--- config.mk ---
export PLATFORM = sky130hd
export DESIGN_NAME = stp_rx_ctrl_flat
export DESIGN_NICKNAME = d
export VERILOG_FILES = /design/src/rtl/stp_rx_ctrl_if.sv /design/src/rtl/stp_rx_ctrl.sv /design/src/flat_wrapper.sv
export SDC_FILE = /design/constraint.sdc
export NUM_CORES = 1
export LEC_CHECK = 0
export BUFFER_PORTS_ARGS = -buffer_cell sky130_fd_sc_hd__buf_2
export CAP_MARGIN = 20
export CORE_ASPECT_RATIO = 0.8
export CORE_MARGIN = 3
export CORE_UTILIZATION = 45
export CTS_CLUSTER_SIZE = 12
export DETAILED_ROUTE_END_ITERATION = 6
export PLACE_DENSITY = 0.75
export SYNTH_ARGS = -nofsm -noshare
export SYNTH_HDL_FRONTEND = slang
export SYNTH_SLANG_ARGS = --single-unit
--- constraint.sdc ---
create_clock -name clk -period 2.4 [get_ports clk]
set_clock_uncertainty 0.1 [all_clocks]
set_input_delay 0.36 -clock clk [delete_from_list [all_inputs] [get_ports clk]]
set_output_delay 0.36 -clock clk [all_outputs]
set_load 0.005 [all_outputs]
--- src/rtl/stp_rx_ctrl_if.sv ---
// Downstream word handshake between stp_rx_ctrl and its consumer.
// The controller drives the word and its tags; the consumer drives word_ready.
interface stp_rx_ctrl_if #(
  parameter int WORD_BITS       = 32,
  parameter int WORDS_PER_FRAME = 16
);
  localparam int IDX_W = (WORDS_PER_FRAME > 1) ? $clog2(WORDS_PER_FRAME) : 1;

  logic [WORD_BITS-1:0] word_out;
  logic [IDX_W-1:0]     word_idx;
  logic                 word_valid;
  logic                 word_ready;
  logic                 frame_done;

  modport master (
    output word_out,
    output word_idx,
    output word_valid,
    output frame_done,
    input  word_ready
  );

  modport slave (
    input  word_out,
    input  word_idx,
    input  word_valid,
    input  frame_done,
    output word_ready
  );
endinterface

--- src/rtl/stp_rx_ctrl.sv ---
// Frame controller for the serial-to-parallel receive shift register.
// Optional overrun detection is enabled by defining STP_RX_CTRL_OVERRUN_EN.
//
//   state | meaning
//   IDLE  | between frames; only a frame_start bit is accepted
//   RECV  | inside a frame; every valid bit is shifted and counted
module stp_rx_ctrl #(
  parameter int WORD_BITS       = 32,
  parameter int WORDS_PER_FRAME = 16
) (
  input  logic                 clk,
  input  logic                 rst,
  input  logic                 bit_in_i,
  input  logic                 bit_valid_i,
  input  logic                 frame_start_i,
  output logic                 sr_shift_enable_o,
  output logic                 sr_serial_in_o,
  input  logic [WORD_BITS-1:0] sr_parallel_i,
  output logic                 overrun_o,
  input  logic                 err_clr_i,
  stp_rx_ctrl_if.master        word_if
);

  localparam int BIT_W = $clog2(WORD_BITS);
  localparam int IDX_W = (WORDS_PER_FRAME > 1) ? $clog2(WORDS_PER_FRAME) : 1;
  localparam logic [BIT_W-1:0] BIT_LAST  = BIT_W'(WORD_BITS - 1);
  localparam logic [IDX_W-1:0] WORD_LAST = IDX_W'(WORDS_PER_FRAME - 1);

  typedef enum logic [0:0] {
    IDLE = 1'b0,
    RECV = 1'b1
  } state_t;

  state_t             state_q,    state_d;
  logic [BIT_W-1:0]   bit_cnt_q,  bit_cnt_d;
  logic [IDX_W-1:0]   word_cnt_q, word_cnt_d;
  logic               cap_pend_q, cap_pend_d;
  logic [IDX_W-1:0]   cap_idx_q,  cap_idx_d;
  logic               cap_last_q, cap_last_d;

  logic [WORD_BITS-1:0] word_out_q,   word_out_d;
  logic [IDX_W-1:0]     word_idx_q,   word_idx_d;
  logic                 word_valid_q, word_valid_d;
  logic                 frame_done_q, frame_done_d;

  logic accept;
  logic transfer;

  assign accept            = bit_valid_i & (frame_start_i | (state_q == RECV));
  assign transfer          = word_valid_q & word_if.word_ready;
  assign sr_shift_enable_o = accept;
  assign sr_serial_in_o    = bit_in_i;

  always_ff @(posedge clk) begin
    if (rst) begin
      state_q    <= IDLE;
      bit_cnt_q  <= '0;
      word_cnt_q <= '0;
      cap_pend_q <= 1'b0;
      cap_idx_q  <= '0;
      cap_last_q <= 1'b0;
    end else begin
      state_q    <= state_d;
      bit_cnt_q  <= bit_cnt_d;
      word_cnt_q <= word_cnt_d;
      cap_pend_q <= cap_pend_d;
      cap_idx_q  <= cap_idx_d;
      cap_last_q <= cap_last_d;
    end
  end

  // The frame_start bit is bit 0 of word 0, so the count restarts at 1.
  always_comb begin
    state_d    = state_q;
    bit_cnt_d  = bit_cnt_q;
    word_cnt_d = word_cnt_q;
    cap_pend_d = 1'b0;
    cap_idx_d  = cap_idx_q;
    cap_last_d = cap_last_q;

    if (accept && frame_start_i) begin
      state_d    = RECV;
      bit_cnt_d  = BIT_W'(1);
      word_cnt_d = '0;
    end else if (accept) begin
      if (bit_cnt_q == BIT_LAST) begin
        bit_cnt_d  = '0;
        cap_pend_d = 1'b1;
        cap_idx_d  = word_cnt_q;
        if (word_cnt_q == WORD_LAST) begin
          state_d    = IDLE;
          word_cnt_d = '0;
          cap_last_d = 1'b1;
        end else begin
          word_cnt_d = word_cnt_q + IDX_W'(1);
          cap_last_d = 1'b0;
        end
      end else begin
        bit_cnt_d = bit_cnt_q + BIT_W'(1);
      end
    end
  end

  always_ff @(posedge clk) begin
    if (rst) begin
      word_out_q   <= '0;
      word_idx_q   <= '0;
      word_valid_q <= 1'b0;
      frame_done_q <= 1'b0;
    end else begin
      word_out_q   <= word_out_d;
      word_idx_q   <= word_idx_d;
      word_valid_q <= word_valid_d;
      frame_done_q <= frame_done_d;
    end
  end

`ifdef STP_RX_CTRL_OVERRUN_EN
  logic overrun_q, overrun_d;
  logic drop;

  // A finished word meeting an untaken holding register is lost.
  assign drop = cap_pend_q & word_valid_q & ~word_if.word_ready;

  always_comb begin
    word_out_d   = word_out_q;
    word_idx_d   = word_idx_q;
    word_valid_d = word_valid_q;
    frame_done_d = 1'b0;
    overrun_d    = overrun_q & ~err_clr_i;

    if (cap_pend_q && !drop) begin
      word_out_d   = sr_parallel_i;
      word_idx_d   = cap_idx_q;
      word_valid_d = 1'b1;
      frame_done_d = cap_last_q;
    end else if (drop) begin
      overrun_d = 1'b1;
    end else if (transfer) begin
      word_valid_d = 1'b0;
    end
  end

  always_ff @(posedge clk) begin
    if (rst) begin
      overrun_q <= 1'b0;
    end else begin
      overrun_q <= overrun_d;
    end
  end

  assign overrun_o = overrun_q;
`else
  logic unused_err_clr;

  assign unused_err_clr = err_clr_i;

  // Without overrun detection the newest word always replaces the held one.
  always_comb begin
    word_out_d   = word_out_q;
    word_idx_d   = word_idx_q;
    word_valid_d = word_valid_q;
    frame_done_d = 1'b0;

    if (cap_pend_q) begin
      word_out_d   = sr_parallel_i;
      word_idx_d   = cap_idx_q;
      word_valid_d = 1'b1;
      frame_done_d = cap_last_q;
    end else if (transfer) begin
      word_valid_d = 1'b0;
    end
  end

  assign overrun_o = 1'b0;
`endif

  assign word_if.word_out   = word_out_q;
  assign word_if.word_idx   = word_idx_q;
  assign word_if.word_valid = word_valid_q;
  assign word_if.frame_done = frame_done_q;

endmodule

--- src/flat_wrapper.sv ---
// flat-port wrapper written by rule: the top's interface ports become plain ports
module stp_rx_ctrl_flat 
#(
  parameter int WORD_BITS       = 32,
  parameter int WORDS_PER_FRAME = 16
)
  (clk, rst, bit_in_i, bit_valid_i, frame_start_i, sr_shift_enable_o, sr_serial_in_o, sr_parallel_i, overrun_o, err_clr_i, word_if_word_out, word_if_word_idx, word_if_word_valid, word_if_frame_done, word_if_word_ready);
  stp_rx_ctrl_if #(.WORD_BITS(WORD_BITS), .WORDS_PER_FRAME(WORDS_PER_FRAME)) word_if_i ();
  input  logic clk;
  input  logic rst;
  input  logic bit_in_i;
  input  logic bit_valid_i;
  input  logic frame_start_i;
  output logic sr_shift_enable_o;
  output logic sr_serial_in_o;
  input  logic [WORD_BITS-1:0] sr_parallel_i;
  output logic overrun_o;
  input  logic err_clr_i;
  output wire logic [$bits(word_if_i.word_out)-1:0] word_if_word_out;
  output wire logic [$bits(word_if_i.word_idx)-1:0] word_if_word_idx;
  output wire logic [$bits(word_if_i.word_valid)-1:0] word_if_word_valid;
  output wire logic [$bits(word_if_i.frame_done)-1:0] word_if_frame_done;
  input wire logic [$bits(word_if_i.word_ready)-1:0] word_if_word_ready;
  assign word_if_word_out = word_if_i.word_out;
  assign word_if_word_idx = word_if_i.word_idx;
  assign word_if_word_valid = word_if_i.word_valid;
  assign word_if_frame_done = word_if_i.frame_done;
  assign word_if_i.word_ready = word_if_word_ready;
  stp_rx_ctrl #(.WORD_BITS(WORD_BITS), .WORDS_PER_FRAME(WORDS_PER_FRAME)) u_core (.clk(clk), .rst(rst), .bit_in_i(bit_in_i), .bit_valid_i(bit_valid_i), .frame_start_i(frame_start_i), .sr_shift_enable_o(sr_shift_enable_o), .sr_serial_in_o(sr_serial_in_o), .sr_parallel_i(sr_parallel_i), .overrun_o(overrun_o), .err_clr_i(err_clr_i), .word_if(word_if_i));
endmodule
Word-level counts from Yosys, hierarchy flattened --
Cells that the tools add are included.
Storage, ports and cells: output and inout port bits 41, bits in registers 54, input port bits 39
Operators by class: reductions and logical operators 11, equal/unequal tests 2, add/subtract/negate cells 2, mux-type cells 12, bitwise gates (word level) 6
Operator list (number):
- 1-bit two-way mux | 10
- 2-bit nonzero test | 4
- 3-bit AND reduction | 2
- 5-bit by 1-bit adder with 5-bit output, second input constant | 1
- 5-bit equality test, second input constant | 1
- 5-bit two-way mux | 1
- 4-bit by 1-bit adder with 4-bit output, second input constant | 1
- 4-bit equality test, second input constant | 1
- 4-bit two-way mux | 1
- 2-bit OR reduction | 2
- 1-bit NOT | 3
- 3-bit OR reduction | 1
- 1-bit AND | 2
- 2-bit AND reduction | 1
- 1-bit logical AND | 1
- 1-bit bitwise OR | 1

Depth between registers and ports, before layout --
Gate-level depths: netlist (run 1).
depth in word-level cells 5, gate-level depth with buffers 6

Least setup slack after synthesis (run 1) --
No wires, ideal clock.
kind register to register, start point reg u_core.bit_cnt_q[0], end point reg u_core.word_cnt_q[3], library setup time 74 ps, data arrival time 1528 ps, slack 698 ps, buffers on the path 0, stages on the path, launching flop included 7, data required time 2226 ps, path through dfxtp_1 -> ha_1 -> and3_1 -> ha_1 -> o211ai_2 -> or3_1 -> a31oi_1
Between the ends: cells in the longest elaborated chain, start to end 2
RTL lines:
- from (decl) | RTL line stp_rx_ctrl.sv:35 | logic [BIT_W-1:0] bit_cnt_q, bit_cnt_d;
- from (signal assigned) | RTL line stp_rx_ctrl.sv:64 | bit_cnt_q <= bit_cnt_d;
- 5-bit equality test | RTL line stp_rx_ctrl.sv:86 | if (bit_cnt_q == BIT_LAST) begin
- 2-bit AND reduction (no source line)
- to (signal assigned) | RTL line stp_rx_ctrl.sv:65 | word_cnt_q <= word_cnt_d;
- to (decl) | RTL line stp_rx_ctrl.sv:36 | logic [IDX_W-1:0] word_cnt_q, word_cnt_d;
Every way passes these cells. A chain may end at the register's enable or synchronous reset.

Worst setup path after layout (run 1) --
start point reg u_core.bit_cnt_q[0], end point reg u_core.cap_last_q
Between the ends: cells in the longest elaborated chain, start to end 2
RTL lines:
- 5-bit equality test | RTL line stp_rx_ctrl.sv:86
- 3-bit AND reduction (no source line)
- to (signal assigned) | RTL line stp_rx_ctrl.sv:68 | cap_last_q <= cap_last_d;
- to (decl) | RTL line stp_rx_ctrl.sv:39 | logic cap_last_q, cap_last_d;
Every way passes these cells.

==> results of run 1 <==
-- through the flow --
step / instance area (um^2) / setup slack [ns]
final: 2560 / 0.469
after global routing: 2560 / 0.376
after CTS: 2560 / 0.485
after detailed placement: 2450 / 0.524
after global placement: 2450 / 0.588
after floorplan: 2050 / 0.698
-- cell families (layout without fill, tap and decap cells) --
group	Yosys count	count (layout)
XOR/XNOR	2	2
multiplexers	42	42
flip-flops	54	54
AO/OA/AOI/OAI	15	15
buffers and inverters	17	87
AND/OR/NAND/NOR	69	69
adder cells (fa/ha/maj)	3	3
other	1	1
-- worst min-delay path, stage by stage --
cell	delay (ns)
buf_2	0.07
mux2i_1	0.05
nor2_1	0.07
-- final cells by class --
type,count,area [um^2],share of cell area [%]
multi-input combinational,132,881,34.4
clock buffer,6,82.6,3.22
tap,57,71.3,2.78
clock inverter,1,30.0,1.17
inverter,3,11.3,0.440
sequential,54,1080,42.3
timing repair buffer,77,403,15.7
-- placed cells by master (no fill, tap or decap), drive strengths merged --
master / instances
nand2b: 1
ha: 3
nor2b: 1
o2111ai: 1
o21ai: 3
o211ai: 2
nor2: 48
or3b: 1
mux2i: 42
or3: 3
a21oi: 5
buf: 77
bufinv: 1
conb: 1
a21o: 2
nand4b: 1
inv: 3
a31oi: 1
xor2: 2
nor3: 2
nand2: 7
o2bb2ai: 1
clkbuf: 6
nand3: 4
dfxtp: 54
and3: 1
-- routing by layer --
layer  vias to the layer above  global-route usage, %  wire length [um]  share of wire (%)
met2                        49                   24.9              1870                 46
met4                         0                   3.59                19               0.47
li1                        817                      -                 -                  -
met1                       722                   18.6              1790                 45
met3                         4                   5.31               341                8.5
met5                         -                      0                 0                  0
-- path summary, 6_finish.rpt --
kind	slack [ns]	depth (start not counted)	to	startpoint
setup / recovery	0.47	6	u_core.cap_last_q$_SDFFE_PP0P_	u_core.bit_cnt_q[0]$_SDFFE_PP0P_
hold / removal	0.20	3	u_core.word_if.word_out[26]$_SDFFE_PP0P_	sr_parallel_i[26]
setup reg to reg	0.47	6	u_core.cap_last_q$_SDFFE_PP0P_	u_core.bit_cnt_q[0]$_SDFFE_PP0P_
hold reg to reg	0.35	2	u_core.word_if.frame_done$_SDFF_PP0_	u_core.cap_last_q$_SDFFE_PP0P_
-- sequential cells by signal, indices dropped and copies added, names as in the netlist --
signal,count
u_core.word_if.word_out,32
u_core.bit_cnt_q,5
u_core.cap_idx_q,4
u_core.word_cnt_q,4
u_core.word_if.word_idx,4
u_core.cap_last_q,1
u_core.cap_pend_q,1
u_core.state_q,1
u_core.word_if.frame_done,1
u_core.word_if.word_valid,1
-- cells in the mapped netlist --
cell type / instances / area, um^2
nand2b_1: 1 / 6.26
a21o_2: 1 / 8.76
o211ai_2: 1 / 12.5
or3b_1: 1 / 8.76
nand3_1: 4 / 20.0
nand4b_2: 1 / 15.0
o211ai_1: 1 / 7.51
buf_2: 4 / 20.0
ha_1: 3 / 37.5
clkbuf_1: 4 / 15.0
or3_1: 3 / 18.8
a31oi_1: 1 / 6.26
nor2_1: 48 / 180
o2111ai_1: 1 / 8.76
nor3_1: 2 / 10.0
inv_1: 3 / 11.3
nand2_1: 7 / 26.3
dfxtp_1: 54 / 1080
and3_1: 1 / 6.26
a21o_1: 1 / 7.51
o21ai_2: 1 / 8.76
buf_1: 1 / 3.75
a21oi_1: 5 / 25.0
o21ai_0: 2 / 10.0
mux2i_1: 42 / 420
xor2_1: 2 / 17.5
o2bb2ai_1: 1 / 8.76
conb_1: 1 / 3.75
nor2b_1: 1 / 6.26
buf_4: 5 / 37.5
-- report_power, final --
part / switching (mW) / leakage (nW) / total, mW / internal [mW]
Combinational: 0.0337 / 0.673 / 0.0646 / 0.0309
Sequential: 0.00444 / 0.436 / 0.903 / 0.898
Clock: 0.264 / 0.0573 / 0.597 / 0.334
==> metrics.yaml, run 1 <==
holdWs_ns: 0.196
timing_hold_violations_final: 0
cp_slowest_cell: "or3_1"
powerDensity_nw_per_um2: 611
core_area_um2: 4280
initial_core_util_pct: 47.9
n_fill_cell: 379
dpl.cell_count: 323
status: "finished clean"
synth-compound-area-share_pct: 5.07
tritoncts: "yes"
synth_fa_ha_area_share_pct: 1.83
syn_area_um2: 2050
worstHoldPathType: "in -> reg"
ios: 80
synthCells: 203
relSlewSlack_pct: 59.9
synth_simple_gate_area_share_pct: 14.5
cts_root_buf: "clkbuf_8"
cts_resized: 0
cts_setup_buffers: 0
wl_mm: 4.02
critPathBufInv: 0
avgRoutedWirePerCell_um: 12.2
syn_nets: 245
max_stage_delay_ns: 0.40
drive_gt1_share_pct: 32.6
crit_family: "simple AND/OR/NAND/NOR gates"
grt_use_total_pct: 15.0
die_y_um: 66.4
synth_mux_area_share_pct: 20.5
antenna_left: 0
drc_errors: 0
avgViaCountPerCell: 4.82
grt_pass1_vias: 1470
vias: 1592
ys_types: 30
worstPathCellList: "ha_1, and3_1, ha_1, o211ai_2, or3_1, a21oi_1"
final.setup.tns_ns: 0
ys_ff_latch: 54
required_ns: 2.52
dieArea_um2: 5410
cp-start-kind: "register"
ir_drop_mv: 0.439
fin_crit_ns: 1.93
initialDrtViolationCount: 57
min_period_over_period_pct: 80.5
place_congestion: 0.762
rows: 21
grt_overflow: 0
stdcell_count: 330
num_antenna_cells: 0
antenna_found_initial: 0
worst-setup-path-type: "reg -> reg"
cp-end-kind: "register"
tightestPinTransition_ns: 0.601
htreeDepth: 2
grt_pass1_wl_mm: 6.44
power_mw: 1.56
ctsHoldBuffers: 0
avgSynthCellArea_um2: 10.1
final-setup-viol-count: 0
grt_max_degree: 34
p_leak_nw: 1.17
path_max_fanout: 6
port_buffers: 75
fmax_mhz: 518
clk_latency_ns: 0.29
seq_area_frac_synth_pct: 52.7
dpl.hpwl_mm: 2.91
max_cap_violations: 0
drv_slew: 0
cts.sinks: 54
crit_top_cell: "ha_1"
arrival_ns: 2.05
grt_setup_unrepaired: "no"
synth_top_family_by_area: "multiplexers"
cts_max_path_buffers: 2
syn2layout_area_growth_pct: 25.0
fin_util_pct: 59.8
cts_made_buffers: 5
clk_pin_slew_worst_paths_ns: 0.09
final_nets: 315
yosys_warnings: 0
die_x_um: 81.5
firstDrtPassIters: 4
synth_xor_area_share_pct: 0.855
Note: power is estimated with default switching activity, not from simulation.
==> inputs of run 2 (changes only) <==
clock period = 1.9 ns   (was 2.4 ns; I/O delays follow)
==> run 2 against run 1 <==
  * Sequential cell count is the same
  * First-iteration DRC count is 14% lower
  * Global-route usage shrank 0.50 points
  * Clock power fell by 3.9%
  * Critical path depth is the same
  * Sequential power is 26% higher
  * Setup slack worse by 0.32 ns
  * Routed wire length shrank 1.2%
==> metrics.yaml, run 2 (same netlist as run 1, synthesis figures left out) <==
dpl.hpwl_mm: 2.95  # +1.4%
dpl.cell_count: 326  # +0.93%
cts_root_buf: "clkbuf_8"
grt_pass1_vias: 1446  # -1.6%
cp-end-kind: "register"
largest_register_ffs: 32  # unchanged
arrival_ns: 1.88  # -0.17 ns
timing_hold_violations_final: 0  # unchanged
firstDrtPassIters: 4  # unchanged
wl_mm: 3.97  # -1.2%
clk_latency_ns: 0.29  # about the same
ir_drop_mv: 0.482  # +10%
syn2layout_area_growth_pct: 24.5
grt_overflow: 0  # unchanged
core_area_um2: 4280  # unchanged
die_y_um: 66.4  # unchanged
fmax_mhz: 569  # +10%
final_cell_mix: "75 x buf_2, 53 x dfxtp_1, 48 x nor2_1"
final-setup-viol-count: 0  # unchanged
p_leak_nw: 1.15  # -0.97%
path_max_fanout: 6  # unchanged
num_antenna_cells: 0  # unchanged
initialDrtViolationCount: 49  # -14%
ios: 80  # unchanged
antenna_left: 0  # unchanged
antenna_found_initial: 0  # unchanged
powerDensity_nw_per_um2: 705  # +15%
final_common_cell: "buf_2"
initial_core_util_pct: 47.9  # unchanged
final.setup.tns_ns: 0  # unchanged
clk_pin_slew_worst_paths_ns: 0.09  # about the same
avgRoutedWirePerCell_um: 11.9  # -2.1%
cts_made_buffers: 5  # unchanged
drv_slew: 0  # unchanged
max_cap_violations: 0  # unchanged
avgViaCountPerCell: 4.80  # -0.40%
final_nets: 318  # +0.95%
status: "finished clean"
drive_gt1_share_pct: 33.3  # +0.73 points
cts_max_path_buffers: 2  # unchanged
stdcell_count: 333  # +0.91%
fin_util_pct: 59.6  # -0.20 points
cts.sinks: 54  # unchanged
drc_errors: 0  # unchanged
place_congestion: 0.691  # -9.3%
hold_depth: 3  # unchanged
min_period_over_period_pct: 92.4  # +12 points
worst_r2r_path_depth: 6  # unchanged
vias: 1600  # +0.50%
worst-setup-path-type: "reg -> reg"
cp-start-kind: "register"
dieArea_um2: 5410  # unchanged
rows: 21  # unchanged
grt_pass1_wl_mm: 6.19  # -3.9%
cts_setup_buffers: 0  # unchanged
worstHoldPathType: "in -> reg"
grt_max_degree: 28  # -18%
fin_crit_ns: 1.76  # -0.175 ns
die_x_um: 81.5  # unchanged
grt_use_total_pct: 14.5  # -0.50 points
port_buffers: 75  # unchanged
required_ns: 2.02  # -0.50 ns
htreeDepth: 2  # unchanged
tritoncts: "yes"
-- run 2: layer usage --
| metal | up-vias | share of wire [%] | global-route usage, % |
|---|---|---|---|
| met4 | 0 | 0.33 | 3.16 |
| met2 | 55 | 46 | 24.6 |
| li1 | 820 | - | - |
| met5 | - | 0 | 0 |
| met1 | 723 | 45 | 17.9 |
| met3 | 2 | 8.6 | 4.63 |
-- run 2: where the power goes --
group	switching [mW]	internal [mW]	total, mW
logic	0.0440	0.0426	0.0866
clock network	0.320	0.254	0.574
registers	0.00462	1.13	1.14
total	0.369	1.43	1.80
-- run 2: path summary, 6_finish.rpt --
path	start	to	slack [ns]
hold reg to reg	u_core.cap_last_q$_SDFFE_PP0P_	u_core.word_if.frame_done$_SDFF_PP0_	0.35
setup / recovery	u_core.bit_cnt_q[1]$_SDFFE_PP0N_	u_core.word_cnt_q[3]$_SDFFE_PP0P_	0.14
setup reg to reg	u_core.bit_cnt_q[1]$_SDFFE_PP0N_	u_core.word_cnt_q[3]$_SDFFE_PP0P_	0.14
hold / removal	sr_parallel_i[9]	u_core.word_if.word_out[9]$_SDFFE_PP0P_	0.13
-- run 2: critical path: stages (launching register included) --
cell and delay [ns]:
dfxtp_1 0.36, ha_1 0.18, and3_4 0.21, ha_4 0.17
o211ai_2 0.13, or3_1 0.36, a31oi_1 0.17
-- run 2: through the flow --
stage	hold WS, ns	setup WS, ns	instance area (um^2)	power, mW
2_1_floorplan	0.318	0.198	2050	1.21
3_3_place_gp	0.336	0.105	2460	1.25
3_5_place_dp	0.340	0.0169	2460	1.25
4_1_cts	0.118	0.00333	2530	1.83
5_1_grt	0.130	-0.0101	2550	1.88
6_report	0.130	0.144	2550	1.80
-- run 2: area by class of cell --
type / count / area, um^2
multi-input combinational: 132 / 898
fill: 390 / 1730
timing repair buffer: 80 / 413
inverter: 3 / 11.3
clock buffer: 7 / 76.3
sequential: 54 / 1080
tap: 57 / 71.3
-- run 2: repair_timing --
item                       in CTS  in global routing
hold buffers                    0                  0
gates resized for setup         0                  3
setup endpoints to repair       0                  7
